$ cat src/rtl/time_set_ctrl.sv
// Time-set control for the clock counters: 1 Hz seconds enable, button debouncing,
// and the RUN/SET_HR/SET_MIN/SET_SEC edit FSM that issues per-counter load strobes.
module time_set_ctrl #(
  parameter int unsigned TICK_DIV        = 50_000_000,
  parameter int unsigned DEBOUNCE_CYCLES = 500_000,
  parameter int unsigned BLINK_DIV       = 12_500_000
) (
  input  logic       clk,
  input  logic       rst_n,
  input  logic       btn_mode,
  input  logic       btn_inc,
  input  logic [4:0] cur_hr,
  input  logic [5:0] cur_min,
  input  logic [5:0] cur_sec,
  output logic       sec_en,
  output logic       hr_load,
  output logic       min_load,
  output logic       sec_load,
  output logic [5:0] load_data,
  output logic [1:0] mode,
  output logic       blink
);

  localparam int unsigned TW = $clog2(TICK_DIV);
  localparam int unsigned DW = (DEBOUNCE_CYCLES > 1) ? $clog2(DEBOUNCE_CYCLES) : 1;
  localparam int unsigned BW = (BLINK_DIV > 1) ? $clog2(BLINK_DIV) : 1;

  typedef enum logic [1:0] {
    RUN     = 2'd0,
    SET_HR  = 2'd1,
    SET_MIN = 2'd2,
    SET_SEC = 2'd3
  } state_t;

  state_t        state, state_nx;
  logic [1:0]    sync1, sync2, deb, deb_q, press;
  logic [DW-1:0] dcnt [2];
  logic          p_mode, p_inc;
  logic [5:0]    edit, edit_nx, edit_inc, data_nx;
  logic          hr_nx, min_nx, sec_ld_nx;
  logic [TW-1:0] tick_cnt;
  logic [BW-1:0] blink_cnt;

  // Index 0 is the mode button, index 1 the increment button.
  always_ff @(posedge clk or negedge rst_n) begin
    if (!rst_n) begin
      sync1   <= '0;
      sync2   <= '0;
      deb     <= '0;
      deb_q   <= '0;
      dcnt[0] <= '0;
      dcnt[1] <= '0;
    end else begin
      sync1 <= {btn_inc, btn_mode};
      sync2 <= sync1;
      deb_q <= deb;
      for (int unsigned i = 0; i < 2; i++) begin
        if (sync2[i] == deb[i]) begin
          dcnt[i] <= '0;
        end else if (dcnt[i] == DW'(DEBOUNCE_CYCLES - 1)) begin
          deb[i]  <= sync2[i];
          dcnt[i] <= '0;
        end else begin
          dcnt[i] <= dcnt[i] + 1'b1;
        end
      end
    end
  end

  assign press  = deb & ~deb_q;
  assign p_mode = press[0];
  assign p_inc  = press[1];

  always_ff @(posedge clk or negedge rst_n) begin
    if (!rst_n) begin
      state     <= RUN;
      edit      <= '0;
      hr_load   <= 1'b0;
      min_load  <= 1'b0;
      sec_load  <= 1'b0;
      load_data <= '0;
    end else begin
      state     <= state_nx;
      edit      <= edit_nx;
      hr_load   <= hr_nx;
      min_load  <= min_nx;
      sec_load  <= sec_ld_nx;
      load_data <= data_nx;
    end
  end

  always_comb begin
    state_nx  = state;
    edit_nx   = edit;
    hr_nx     = 1'b0;
    min_nx    = 1'b0;
    sec_ld_nx = 1'b0;
    data_nx   = '0;
    // Wrap on >= limit so an out-of-range captured value still loads a legal one.
    if (state == SET_HR) edit_inc = (edit >= 6'd23) ? 6'd0 : edit + 6'd1;
    else                 edit_inc = (edit >= 6'd59) ? 6'd0 : edit + 6'd1;
    if (p_mode) begin
      case (state)
        RUN:     begin state_nx = SET_HR;  edit_nx = {1'b0, cur_hr}; end
        SET_HR:  begin state_nx = SET_MIN; edit_nx = cur_min;        end
        SET_MIN: begin state_nx = SET_SEC; edit_nx = cur_sec;        end
        default: state_nx = RUN;
      endcase
    end else if (p_inc && state != RUN) begin
      edit_nx = edit_inc;
      data_nx = edit_inc;
      case (state)
        SET_HR:  hr_nx     = 1'b1;
        SET_MIN: min_nx    = 1'b1;
        default: sec_ld_nx = 1'b1;
      endcase
    end
  end

  assign mode = state;

  // Prescaler is held at 0 outside RUN so ticking restarts cleanly on return.
  always_ff @(posedge clk or negedge rst_n) begin
    if (!rst_n) begin
      tick_cnt <= '0;
      sec_en   <= 1'b0;
    end else if (state != RUN) begin
      tick_cnt <= '0;
      sec_en   <= 1'b0;
    end else if (tick_cnt == TW'(TICK_DIV - 1)) begin
      tick_cnt <= '0;
      sec_en   <= ~p_mode;
    end else begin
      tick_cnt <= tick_cnt + 1'b1;
      sec_en   <= 1'b0;
    end
  end

  always_ff @(posedge clk or negedge rst_n) begin
    if (!rst_n) begin
      blink_cnt <= '0;
      blink     <= 1'b0;
    end else if (state == RUN || p_mode) begin
      blink_cnt <= '0;
      blink     <= 1'b0;
    end else if (blink_cnt == BW'(BLINK_DIV - 1)) begin
      blink_cnt <= '0;
      blink     <= ~blink;
    end else begin
      blink_cnt <= blink_cnt + 1'b1;
    end
  end

endmodule

$ cat config.mk
export PLATFORM = sky130hd
export DESIGN_NAME = time_set_ctrl
export DESIGN_NICKNAME = d
export VERILOG_FILES = /design/src/rtl/time_set_ctrl.sv
export SDC_FILE = /design/constraint.sdc
export NUM_CORES = 1
export LEC_CHECK = 0
export ABC_AREA = 1
export CAP_MARGIN = 20
export CORE_MARGIN = 2
export CORE_UTILIZATION = 51
export CTS_BUF_LIST = sky130_fd_sc_hd__clkbuf_16
export CTS_CLUSTER_SIZE = 40
export DETAILED_ROUTE_END_ITERATION = 7
export HOLD_SLACK_MARGIN = 0.15
export PLACE_DENSITY = 0.69
export SYNTH_ARGS = -nofsm -noshare
export SYNTH_HDL_FRONTEND = slang
export SYNTH_SLANG_ARGS = --single-unit
$ cat constraint.sdc
create_clock -name clk -period 2.8 [get_ports clk]
set_clock_uncertainty 0.15 [all_clocks]
set_input_delay 0.56 -clock clk [delete_from_list [all_inputs] [get_ports clk]]
set_output_delay 0.56 -clock clk [all_outputs]
set_load 0.05 [all_outputs]
After elaboration in Yosys (flattened, before gate mapping)

Cells that the tools add are included.

Bits in latches: 0
Bits in registers: 115
Memories: 0
Input bits: 21
ROM bits: 0
Word-level logic and storage cells: 79
Memory bits (writable): 0
Output and inout port bits: 13

$mul: 0
Reductions and logical operators: 10
Divide/modulo/power cells: 0
Add/sub/neg operators: 5
$lt $le $gt $ge: 2
Equal/unequal tests: 9
Shifts and indexed selects: 0
Bitwise operators: 6
Muxes and demuxes: 30

Operators by type and width:

| operator                                                              | number |
|---|---|
| 19-bit 2-to-1 mux                                                     | 4 |
| 26-bit 2-to-1 mux                                                     | 2 |
| 24-bit 2-to-1 mux                                                     | 2 |
| 6-bit 2-to-1 mux                                                      | 7 |
| 19-bit by 1-bit adder with 19-bit output, second input constant       | 2 |
| 19-bit equality test, second input constant                           | 2 |
| 26-bit by 1-bit adder with 26-bit output, second input constant       | 1 |
| 26-bit equality test, second input constant                           | 1 |
| 24-bit by 1-bit adder with 24-bit output, second input constant       | 1 |
| 24-bit equality test, second input constant                           | 1 |
| 6-bit case mux with 3 select lines                                    | 1 |
| 1-bit 2-to-1 mux                                                      | 13 |
| 6-bit by 1-bit adder with 6-bit output, second input constant         | 1 |
| 6-bit by 5-bit >= comparator with 1-bit output, second input constant | 1 |
| 6-bit >= comparator, second input constant                            | 1 |
| 2-bit case mux with 3 select lines                                    | 1 |
| 2-bit AND reduction                                                   | 3 |
| 2-bit nonzero test                                                    | 3 |
| 4-bit by 1-bit != test with 1-bit output, second input constant       | 1 |
| 1-bit NOT                                                             | 4 |
| 2-bit AND                                                             | 1 |
| 1-bit equality test                                                   | 2 |
| 2-bit by 1-bit equality test with 1-bit output, second input constant | 1 |
| 2-bit equality test, second input constant                            | 1 |
| 5 further kinds                                                       | 5 |

Longest topological paths before layout

Word-level depth: 5
Mapped depth: 10
Depth with buffers taken out: 10

Worst setup path before layout

OpenSTA, ideal clock, no wires.

Path kind: flip-flop to flip-flop
From: register state[0] (netlist: mode[0])
To: register edit[3]
Setup slack: 0.861 ns
Path buffers: 0
Library setup time: 0.077 ns
Arrival time: 1.712 ns
Period minus slack after synthesis: 1.939 ns
Stages on the path, launching flop included: 10
Required time: 2.573 ns
Path through: dfrtp_1 -> inv_1 -> ha_1 -> nor2_1 -> nand2_1 -> nand2_1 -> nand2_2 -> inv_2 -> nor2_1 -> a21oi_1

Word-level cells in the longest chain between the ends: 4
Elaborated cells between the ends (all ways): 12
Classes of those cells: eq/ne: 3; mux: 4; reduce/logical: 5

RTL lines:

| element                                                                              | RTL line      | text |
|---|---|---|
| start, declared                                                                      | 35            | `state_t state, state_nx;` |
| start signal, assigned                                                               | 83            | `state <= state_nx;` |
| 2-bit by 1-bit equality test with 1-bit output or 2-bit nonzero test (tied branches) | 100, 103, 109 |  |
| 6-bit 2-to-1 mux or 1-bit logical AND (tied branches)                                | 100, 109      |  |
| 6-bit 2-to-1 mux or 2-bit nonzero test (tied branches)                               | n/a           |  |
| 6-bit 2-to-1 mux or 2-bit AND reduction (tied branches)                              | n/a           |  |
| end signal, assigned                                                                 | 84            | `edit <= edit_nx;` |
| end, declared                                                                        | 39            | `logic [5:0] edit, edit_nx, edit_inc, data_nx;` |

Parallel ways exist; a longest one is shown, timed or not. The select of a mux whose other input is x is not followed.
A chain may end at the register's enable or synchronous reset.

Final worst setup path

From: register state[0] (netlist: mode[0])
To: output port mode[0]

RTL lines:

| element       | RTL line | text |
|---|---|---|
| end, declared | 20       | `output logic [1:0] mode,` |

No word-level cell between the ends.

==> out/qor.csv <==
metric,value,unit
P_leak,0.00340,uW
"Data required, critical path",2.09,ns
unrepaired setup endpoints after global routing,no,
hpwl dp,9.93,mm
crit path capture type,output pin,
CTS root buf,clkbuf_16,
# rows,41,
Max Slew Vio Count,0,
CP cell instances,clkdlybuf4s50_1,
ANT nets after route,0,
gr ovfl total,0,
"Seq/Total Area, Yosys",44.1,%
max-cap violations,0,
clock tree from TritonCTS,yes,
Initial DRC Count,372,
setup TNS,0,ns
gr usage total,22.4,%
HP Class,flip-flop to flip-flop,
synth cell count leaders,"nand2_1 (207), nor2_1 (203), dfrtp_1 (115)",
Synth Area in XOR/XNOR,4.81,%
final setup vio count,0,
Critical Path Source Type,flip-flop,
period utilization,84.4,%
Compound-Gate Fraction of Synth Area,3.55,%
status,"finished, final reports clean",
#FFs+latches synth,115,
PortBufs,33,
mux cell area share after synthesis,0,%
ANT cells,0,
WL per Instance,12.6,um
H-tree Lvls,4,
CTS sink cnt,115,
first-pass GRT wire length,23.7,mm
FMAX,423,MHz
pwr/cell area,524,mW/mm^2
Placer Congestion,0.892,
peak supply drop,421,uV
synth warn,0,
Slowest cell on crit path,clkdlybuf4s50_1,
Main synth FF type,dfrtp_1,
Post-synth EDFFs,0,
asr flop ratio synth,100,%
Synth-to-Final Area Change,17.6,%
syn_nets,900,
"non-filler cells, final",1103,
largest family of logic cells by synthesized area,simple AND/OR/NAND/NOR gates,
Worst Path Buf+Inv,1,
adder-cell share of the synthesized area,1.73,%
cell taking the most area after synthesis,dfrtp_1,
Mapped Cells,870,
"top cells by area, synth","dfrtp_1 (44%), nand2_1 (12%), nor2_1 (12%), inv_1 (4.9%), nand3_1 (3.5%)",
DRC Markers,0,
min Tclk post-route,2.36,ns
post-synth top area share,44.1,%
Max clock buf depth,2,
Die ar.,0.0137,mm^2
total CTS buffers,17,
slowest cell delay on critical path,0.84,ns
post-CTS sizing,0,
share of post-route cells with drive strength above 1,11.6,%
total number of vias,5290,
layout net count,948,
WP data arrival,1.65,ns
Post-Syn Area per Cell,7.50,um^2
slew margin rel.,59.8,%
CP max FO,4,
DIE WIDTH,117,um
initial core utilization,51.9,%
total wire length,13.9,mm
Synth Area in Simple Gates,39.3,%
Setup CP Type,flip-flop to output pin,
"Cell Area, Synth",0.00652,mm^2
Top Family by Delay on Critical Path,buffers and inverters,
I/O pin count,34,
core area,0.0126,mm^2
Least-Margin Pin Slew,0.602,ns
Vert. Die Dim,117,um
clk_lat worst skew,0.42,ns
Worst-path clk slew,0.05,ns
router iterations before antenna repair,5,
Netlist cell types,35,
"count leader, synth",nand2_1,
vias per cell,4.80,
initial antenna violation count,0,
# placed instances,1070,
final hold viol count,0,
pin count of the biggest net entering global routing,116,
vias in the first global route,5043,
[final timing paths]
path                           from            to  slack [ns]  cells past startpoint
max reg2reg                 mode[1]       edit[2]        0.89                      9
min reg2reg                sync1[0]      sync2[0]        0.20                      0
min                        sync1[0]      sync2[0]        0.20                      0
max in group asynchronous     rst_n       dcnt[8]        1.42                      3
min in group asynchronous     rst_n  tick_cnt[19]        0.64                      3
max                         mode[0]       mode[0]        0.44                      1
[cell usage in the layout (no fill, tap or decap), types with 9 or more instances in the layout]
cell             synthesis  layout
xnor2_1                  9       9
nand2_2                 12      12
xor2_1                  25      25
nand3_1                 46      46
nand2_1                207     207
clkdlybuf4s50_1          0      32
clkbuf_16                0      17
inv_1                   86      86
inv_2                   13      13
a21oi_1                 24      24
dfrtp_1                115     115
nor3_1                  23      23
ha_1                     9       9
nand4_1                 13      13
nor2_4                  11      11
nor2_2                  23      23
nor2_1                 203     203
[routing by layer]
layer	wire length, um	up-vias	share of wire (%)	track usage (%)
met5	0	-	0	0
li1	-	2806	-	-
met2	6250	89	45	34.3
met3	565	19	4.1	6.59
met4	205	0	1.5	7.45
met1	6850	2376	49	30.9
[logic make-up (layout without fill, tap and decap cells)]
family	count (synthesis)	after routing
adders and majority gates	9	9
DFF	115	115
xor gates and xnor gates	35	35
AOI/OAI and AO/OA	42	42
and+or+nand+nor	562	562
buffers and inverters	107	168
[power by group]
part	internal [uW]	switching [uW]	total [uW]	leakage, uW
combinational	37.5	58.3	95.8	0.00156
sequential	1670	7.33	1680	0.00155
clock	1480	763	2240	0.000294
[stage by stage]
stage	power (uW)	util, %	hold WS, ns	setup WS (ns)	instance area [um^2]
6_report	4020	61.0	0.201	0.436	7670
2_1_floorplan	1730	-	0.114	0.861	6520
5_1_grt	4160	61.0	0.214	0.371	7670
3_5_place_dp	1810	56.1	0.188	0.848	7050
3_3_place_gp	1810	56.1	0.184	0.875	7050
4_1_cts	4070	61.0	0.200	0.401	7670
[area by class of cell]
type                    count  area, um^2
clock inverters            15         188
repair buffers             35         358
multi-input cells         648        3220
inverters                 101         384
well taps                 172         215
flip-flops and latches    115        2880
clock buffers              17         425
fillers                  1127        4900
[sequential cells by signal (all words and copies together), names as in the netlist, 2 cells and up]
| name | cells |
|---|---|
| dcnt | 38 |
| tick_cnt | 26 |
| blink_cnt | 24 |
| edit | 6 |
| load_data | 6 |
| deb | 2 |
| deb_q | 2 |
| mode | 2 |
| sync1 | 2 |
| sync2 | 2 |
[what timing repair did]
| item | in CTS | in global routing |
|---|---|---|
| setup buffers | 0 | 0 |
| endpoints found under the setup margin | 0 | 0 |
| hold buffers | 1 | 0 |
| hold endpoints to repair | 115 | 0 |
Power figures use the tool's default switching activity.
==> edit 1, RTL diff (same flow settings) <==
`DEBOUNCE_CYCLES`: 500_000 -> 1_000_000.
--- a/src/rtl/time_set_ctrl.sv
+++ b/src/rtl/time_set_ctrl.sv
@@ -2,7 +2,7 @@
 // and the RUN/SET_HR/SET_MIN/SET_SEC edit FSM that issues per-counter load strobes.
 module time_set_ctrl #(
   parameter int unsigned TICK_DIV        = 50_000_000,
-  parameter int unsigned DEBOUNCE_CYCLES = 500_000,
+  parameter int unsigned DEBOUNCE_CYCLES = 1_000_000,
   parameter int unsigned BLINK_DIV       = 12_500_000
 ) (
   input  logic       clk,
Formal check against the unedited RTL: same outputs for any inputs over 10 cycles, from zero or initial values and one cycle with rst_n low; that may be too few to reach the edited logic, so the function may still have changed.
==> edit 1 against the original RTL <==
- count of clock-buffer cells in the layout unchanged
- fmax is 0.10% higher
- wire length grew 1.9%
- sequential cell count grew 2
- area after synthesis is 1.2% lower
- worst hold slack got worse by 0.0032 ns
- worst setup slack improved by 0.0024 ns
- total power is 4.3% higher
- final area decreased by 0.21%
- critical path type unchanged
- critical endpoint unchanged
- highest routed layer unchanged
==> edit 1: results (changes against the original RTL) <==
- Result of the run: complete, no violations (unchanged).
- The share of the core filled with cells is 61.4% (was 61.0%).
- The total instance count after detailed placement came to 1,092 (was 1,070).
- The buffer levels on the longest clock path came to 2 (unchanged).
- The slowest stage cell on the critical path was clkdlybuf4s50_1 (unchanged).
- The number of antenna violations at the first check in global routing was 1 (was 0).
- The synthesis warning total came to 0 (unchanged).
- The combined global-route utilization of all metal layers is 23.2% (was 22.4%).
- The dominant synthesized flop cell is dfrtp_1 (unchanged).
- The library cell used as clock root buffer is clkbuf_16 (unchanged).
- The total leakage power is 3.51 nW (was 3.40 nW).
- The post-cts sizing count is 0 (unchanged).
- The clock-pin slew on the worst setup and hold paths came to 0.05 ns (about the same).
- The later-pin clock latency in the skew report is 0.41 ns.
- The weighted congestion at the end of routability-driven global placement is 0.817 (was 0.892).
- The overall power after layout was 4.19 mW (was 4.02 mW).
- The pin count of the biggest net entering global routing is 62 (was 116).
- The clock group share of total power is 56.9% (was 55.8%).
- The peak fanout along the critical path is 3 (was 4).
- The part of the total power dissipated in sequential elements is 40.8% (was 41.9%).
- The post-detailed-placement cell area is 7000 µm² (was 7050 µm²).
- The async set or reset register ratio after synthesis is 100% (unchanged).
- The final routed wirelength across all metal layers is 14,100 µm (was 13,900 µm).
- Top cells by area, synth: dfrtp_1 (45%), nor2_1 (14%), nand2_1 (13%) (was dfrtp_1 (44%), nand2_1 (12%), nor2_1 (12%)).
- The CTS buffer count came to 17 (unchanged).
- The count of antenna diodes in the layout is 0 (unchanged).
- The number of nets in the final layout is 970 (was 948).
- The number of fill cells in the layout is 1,138 (was 1,127).
- The placement-stage worst setup slack was 0.861 ns (was 0.848 ns).
- Most frequent cells after synthesis: nor2_1 (237), nand2_1 (215), dfrtp_1 (117) (was nand2_1 (207), nor2_1 (203), dfrtp_1 (115)).
- The fraction of power spent switching nets is 19.2% (was 20.6%).
- The number of distinct standard cells referenced by the synthesized netlist came to 31 (was 35).
- The measured slew at the worst slew-check pin is 0.546 ns (was 0.602 ns).
- The CTS H-tree depth is 4 (unchanged).
- The wire length of the first global-routing pass is 24,500 µm (was 23,700 µm).
- The max capacitance violation total came to 0 (unchanged).
- The via count of the first global-routing pass is 5,225 (was 5,043).
- The total of buffers placed on input and output ports was 33 (unchanged).
- The worst hold path class is register to register (unchanged).
- Registers with the highest flip-flop counts: dcnt (40), tick_cnt (26), blink_cnt (24) (was dcnt (38), tick_cnt (26), blink_cnt (24)).
- The number of search-and-repair iterations in the first detailed-routing pass is 5 (unchanged).
- The count of routing violations after the opening detailed-route iteration is 356 (was 372).
- The routed wire length per instance is 12.6 µm (about the same).
- The worst ir drop on vdd is 0.000422 V (was 0.000421 V).
- The routed via count is 5,424 (was 5,290).
- The share of final-layout standard cells stronger than drive strength 1 came to 6.30% (was 11.6%).
- The synthesized net count is 919 (was 900).
- The sequential fraction of the synthesis area is 45.4% (was 44.1%).
- The estimated wirelength of the detail-placed design is 10,400 µm (was 9930 µm).
- The largest single stage delay on the critical path is 0.85 ns.
- The dominant delay contributor by cell family on the critical path is buffers and inverters (unchanged).
- The count of mapped cells out of synthesis is 889 (was 870).
edit 1: cell count changes after synthesis, moves of 8 or more:
| cell | before | now |
|---|---|---|
| inv_1 | 86 | 102 |
| xnor2_1 | 9 | 17 |
| inv_2 | 13 | 4 |
| nor2_1 | 203 | 237 |
| nand2_1 | 207 | 215 |
| o21ai_0 | 6 | 14 |
| nor2_2 | 23 | 7 |
edit 1: final timing paths:
kind                          start            end  slack (ns)  depth (start not counted)
setup / recovery            mode[0]        mode[0]        0.44                          1
max in group asynchronous     rst_n  blink_cnt[20]        1.45                          3
hold / removal             sync1[0]       sync2[0]        0.20                          0
min in group asynchronous     rst_n       dcnt[20]        0.43                          2
hold reg to reg            sync1[0]       sync2[0]        0.20                          0
setup reg to reg            mode[0]        edit[5]        0.84                         10
edit 1: layout make-up:
cell class                 instances  share of cell area (%)
clock buffer                      17                    5.56
inverter                         107                    5.25
sequential                       117                    38.3
clock inverter                    15                    2.84
timing repair buffer              38                    4.97
tap                              172                    2.81
multi-input combinational        659                    40.3
edit 1: metal layers:
layer,track usage [%],share of wire (%),vias to the layer above,wire length (µm)
met2,35.5,43,95,6090
met3,5.50,3.9,14,546
met5,0,0,-,0
li1,-,-,2843,-
met1,33.6,52,2472,7370
met4,5.71,0.91,0,129
edit 1: cell families (layout without fill, tap and decap cells):
kind of cell	after synthesis	after routing	synth area share, %
DFF	117	117	45.4
adders and majority gates	9	9	1.75
AOI/OAI and AO/OA	40	40	3.26
buffers and inverters	113	177	6.75
and+or+nand+nor	565	565	36.7
xor gates and xnor gates	45	45	6.11
edit 1: timing repair:
action	4_1_cts	5_1_grt
endpoints found under the hold margin	20	0
setup buffers	0	0
hold buffers	1	0
setup endpoints to repair	0	0
==> edit 2, RTL diff (same flow settings) <==
Made on the original files. Register the output `blink` once more, cleared by the reset; this adds one clock of latency there. The other outputs are not delayed to match.
--- a/src/rtl/time_set_ctrl.sv
+++ b/src/rtl/time_set_ctrl.sv
@@ -31,6 +31,8 @@
     SET_MIN = 2'd2,
     SET_SEC = 2'd3
   } state_t;
+
+  logic blink_s0;
 
   state_t        state, state_nx;
   logic [1:0]    sync1, sync2, deb, deb_q, press;
@@ -139,17 +141,25 @@
   always_ff @(posedge clk or negedge rst_n) begin
     if (!rst_n) begin
       blink_cnt <= '0;
-      blink     <= 1'b0;
+      blink_s0  <= 1'b0;
     end else if (state == RUN || p_mode) begin
       blink_cnt <= '0;
-      blink     <= 1'b0;
+      blink_s0  <= 1'b0;
     end else if (blink_cnt == BW'(BLINK_DIV - 1)) begin
       blink_cnt <= '0;
-      blink     <= ~blink;
+      blink_s0  <= ~blink_s0;
     end else begin
       blink_cnt <= blink_cnt + 1'b1;
     end
   end
 
+  always_ff @(posedge clk or negedge rst_n) begin
+    if (!rst_n) begin
+      blink <= '0;
+    end else begin
+      blink <= blink_s0;
+    end
+  end
+
 endmodule
 
Check against the original RTL: no difference found for any inputs over 10 cycles, from zero or initial values and one cycle with rst_n low; that may be too few to reach the edited logic, so the function may still have changed.
==> edit 2 against the original RTL <==
- total power decreased by 2.8%
- final area shrank 1.4%
- worst setup slack better by 0.024 ns
- sequential cell count is 1 higher
- area after synthesis is 1.4% lower
- wire length decreased by 0.23%
- clock power is 6% lower
- sequential share of layout area is 0.85 points higher
- largest cell class unchanged
==> edit 2: results (changes against the original RTL) <==
- The global routing met1 resource utilization is 30.0% (was 30.9%).
- The startpoint of the lowest-slack register-to-register path was mode[0] (was mode[1]).
- The count of routing violations after the opening detailed-route iteration is 343 (was 372).
- The launch point of the critical path is mode[1] (was mode[0]).
- The combined global-route utilization of all metal layers is 22.5% (was 22.4%).
- The ratio of routed vias to standard cells is 4.87 (was 4.80).
- The measured slew at the worst slew-check pin is 0.567 ns (was 0.602 ns).
- The internal power component is 3.09 mW (was 3.19 mW).
- Result of the run: complete, no violations (unchanged).
- The share of final-layout standard cells stronger than drive strength 1 is 9.24% (was 11.6%).
- The sequential fraction of the synthesis area is 45.1% (was 44.1%).
- The number of hold buffers added after CTS was 1 (unchanged).
- The routed length on met1 is 6520 µm (was 6850 µm).
- The routed wire length per instance is 12.5 µm (was 12.6 µm).
- The wire length of the first global-routing pass came to 23,300 µm (was 23,700 µm).
- The total met2 wirelength after detailed routing is 6400 µm (was 6250 µm).
- The synthesized net count is 898 (was 900).
- The worst ir drop on vdd is 0.000404 V (was 0.000421 V).
- The part of the total power dissipated in sequential elements came to 43.4% (was 41.9%).
- Top cells by area, synth: dfrtp_1 (45%), nor2_1 (13%), nand2_1 (12%) (was dfrtp_1 (44%), nand2_1 (12%), nor2_1 (12%)).
- The slack of the worst reg-to-reg path is 0.77 ns (was 0.89 ns).
- The post-detailed-placement cell area is 6980 µm² (was 7050 µm²).
- The met3 track demand over resource in global routing is 6.85% (was 6.59%).
- The CTS H-tree depth is 4 (unchanged).
- The final routed wirelength across all metal layers is 13,800 µm (was 13,900 µm).
- The via count of the first global-routing pass is 5,038 (was 5,043).
- The estimated wirelength of the detail-placed design was 10,200 µm (was 9930 µm).
- Most frequent cells after synthesis: nor2_1 (216), nand2_1 (208), dfrtp_1 (116) (was nand2_1 (207), nor2_1 (203), dfrtp_1 (115)).
- The total leakage power is 3.32 nW (was 3.40 nW).
- The placement-stage worst setup slack was 0.803 ns (was 0.848 ns).
- The number of nets in the final layout is 949 (was 948).
- The total instance count after detailed placement is 1,071 (was 1,070).
- The final-layout worst hold slack is 0.195 ns (was 0.201 ns).
- The number of fill cells in the layout is 1,174 (was 1,127).
- The endpoint of the most critical setup path is mode[1] (was mode[0]).
- The met2 track demand over resource in global routing is 35.2% (was 34.3%).
- The peak fanout along the critical path came to 3 (was 4).
- The overall power after layout is 3.90 mW (was 4.02 mW).
- The arrival time of data at the critical path endpoint is 1.63 ns (was 1.65 ns).
- The period utilization is 83.6% (was 84.4%).
- The weighted congestion at the end of routability-driven global placement is 0.876 (was 0.892).
- The pin count of the biggest net entering global routing is 66 (was 116).
edit 2: cell types whose count changed in the layout (fill, tap and decap cells not counted), moves of 3 or more:
| cell | unedited run | this run |
|---|---|---|
| inv_1 | 86 | 91 |
| nor2_2 | 23 | 12 |
| nand2_4 | 4 | 1 |
| nor2_1 | 203 | 216 |
| buf_4 | 1 | 4 |
| o21ai_0 | 6 | 14 |
| nand3_1 | 46 | 40 |
edit 2: logic make-up (layout without fill, tap and decap cells):
family,count (synthesis),in the layout,share of synthesized area (%)
fa+ha+maj,9,9,1.75
xor+xnor,36,36,4.90
simple gates,551,551,37.6
buf+inv,108,171,6.48
flops,116,116,45.1
compound gates,48,48,4.11
edit 2: area by class of cell:
class	instances	area [µm²]	share of cell area (%)
multi-input cells	644	3110	41.1
flip-flops and latches	116	2900	38.4
clock buffers	17	425	5.62
inverters	102	383	5.06
repair buffers	38	380	5.03
well taps	172	215	2.85
clock inverters	14	146	1.94
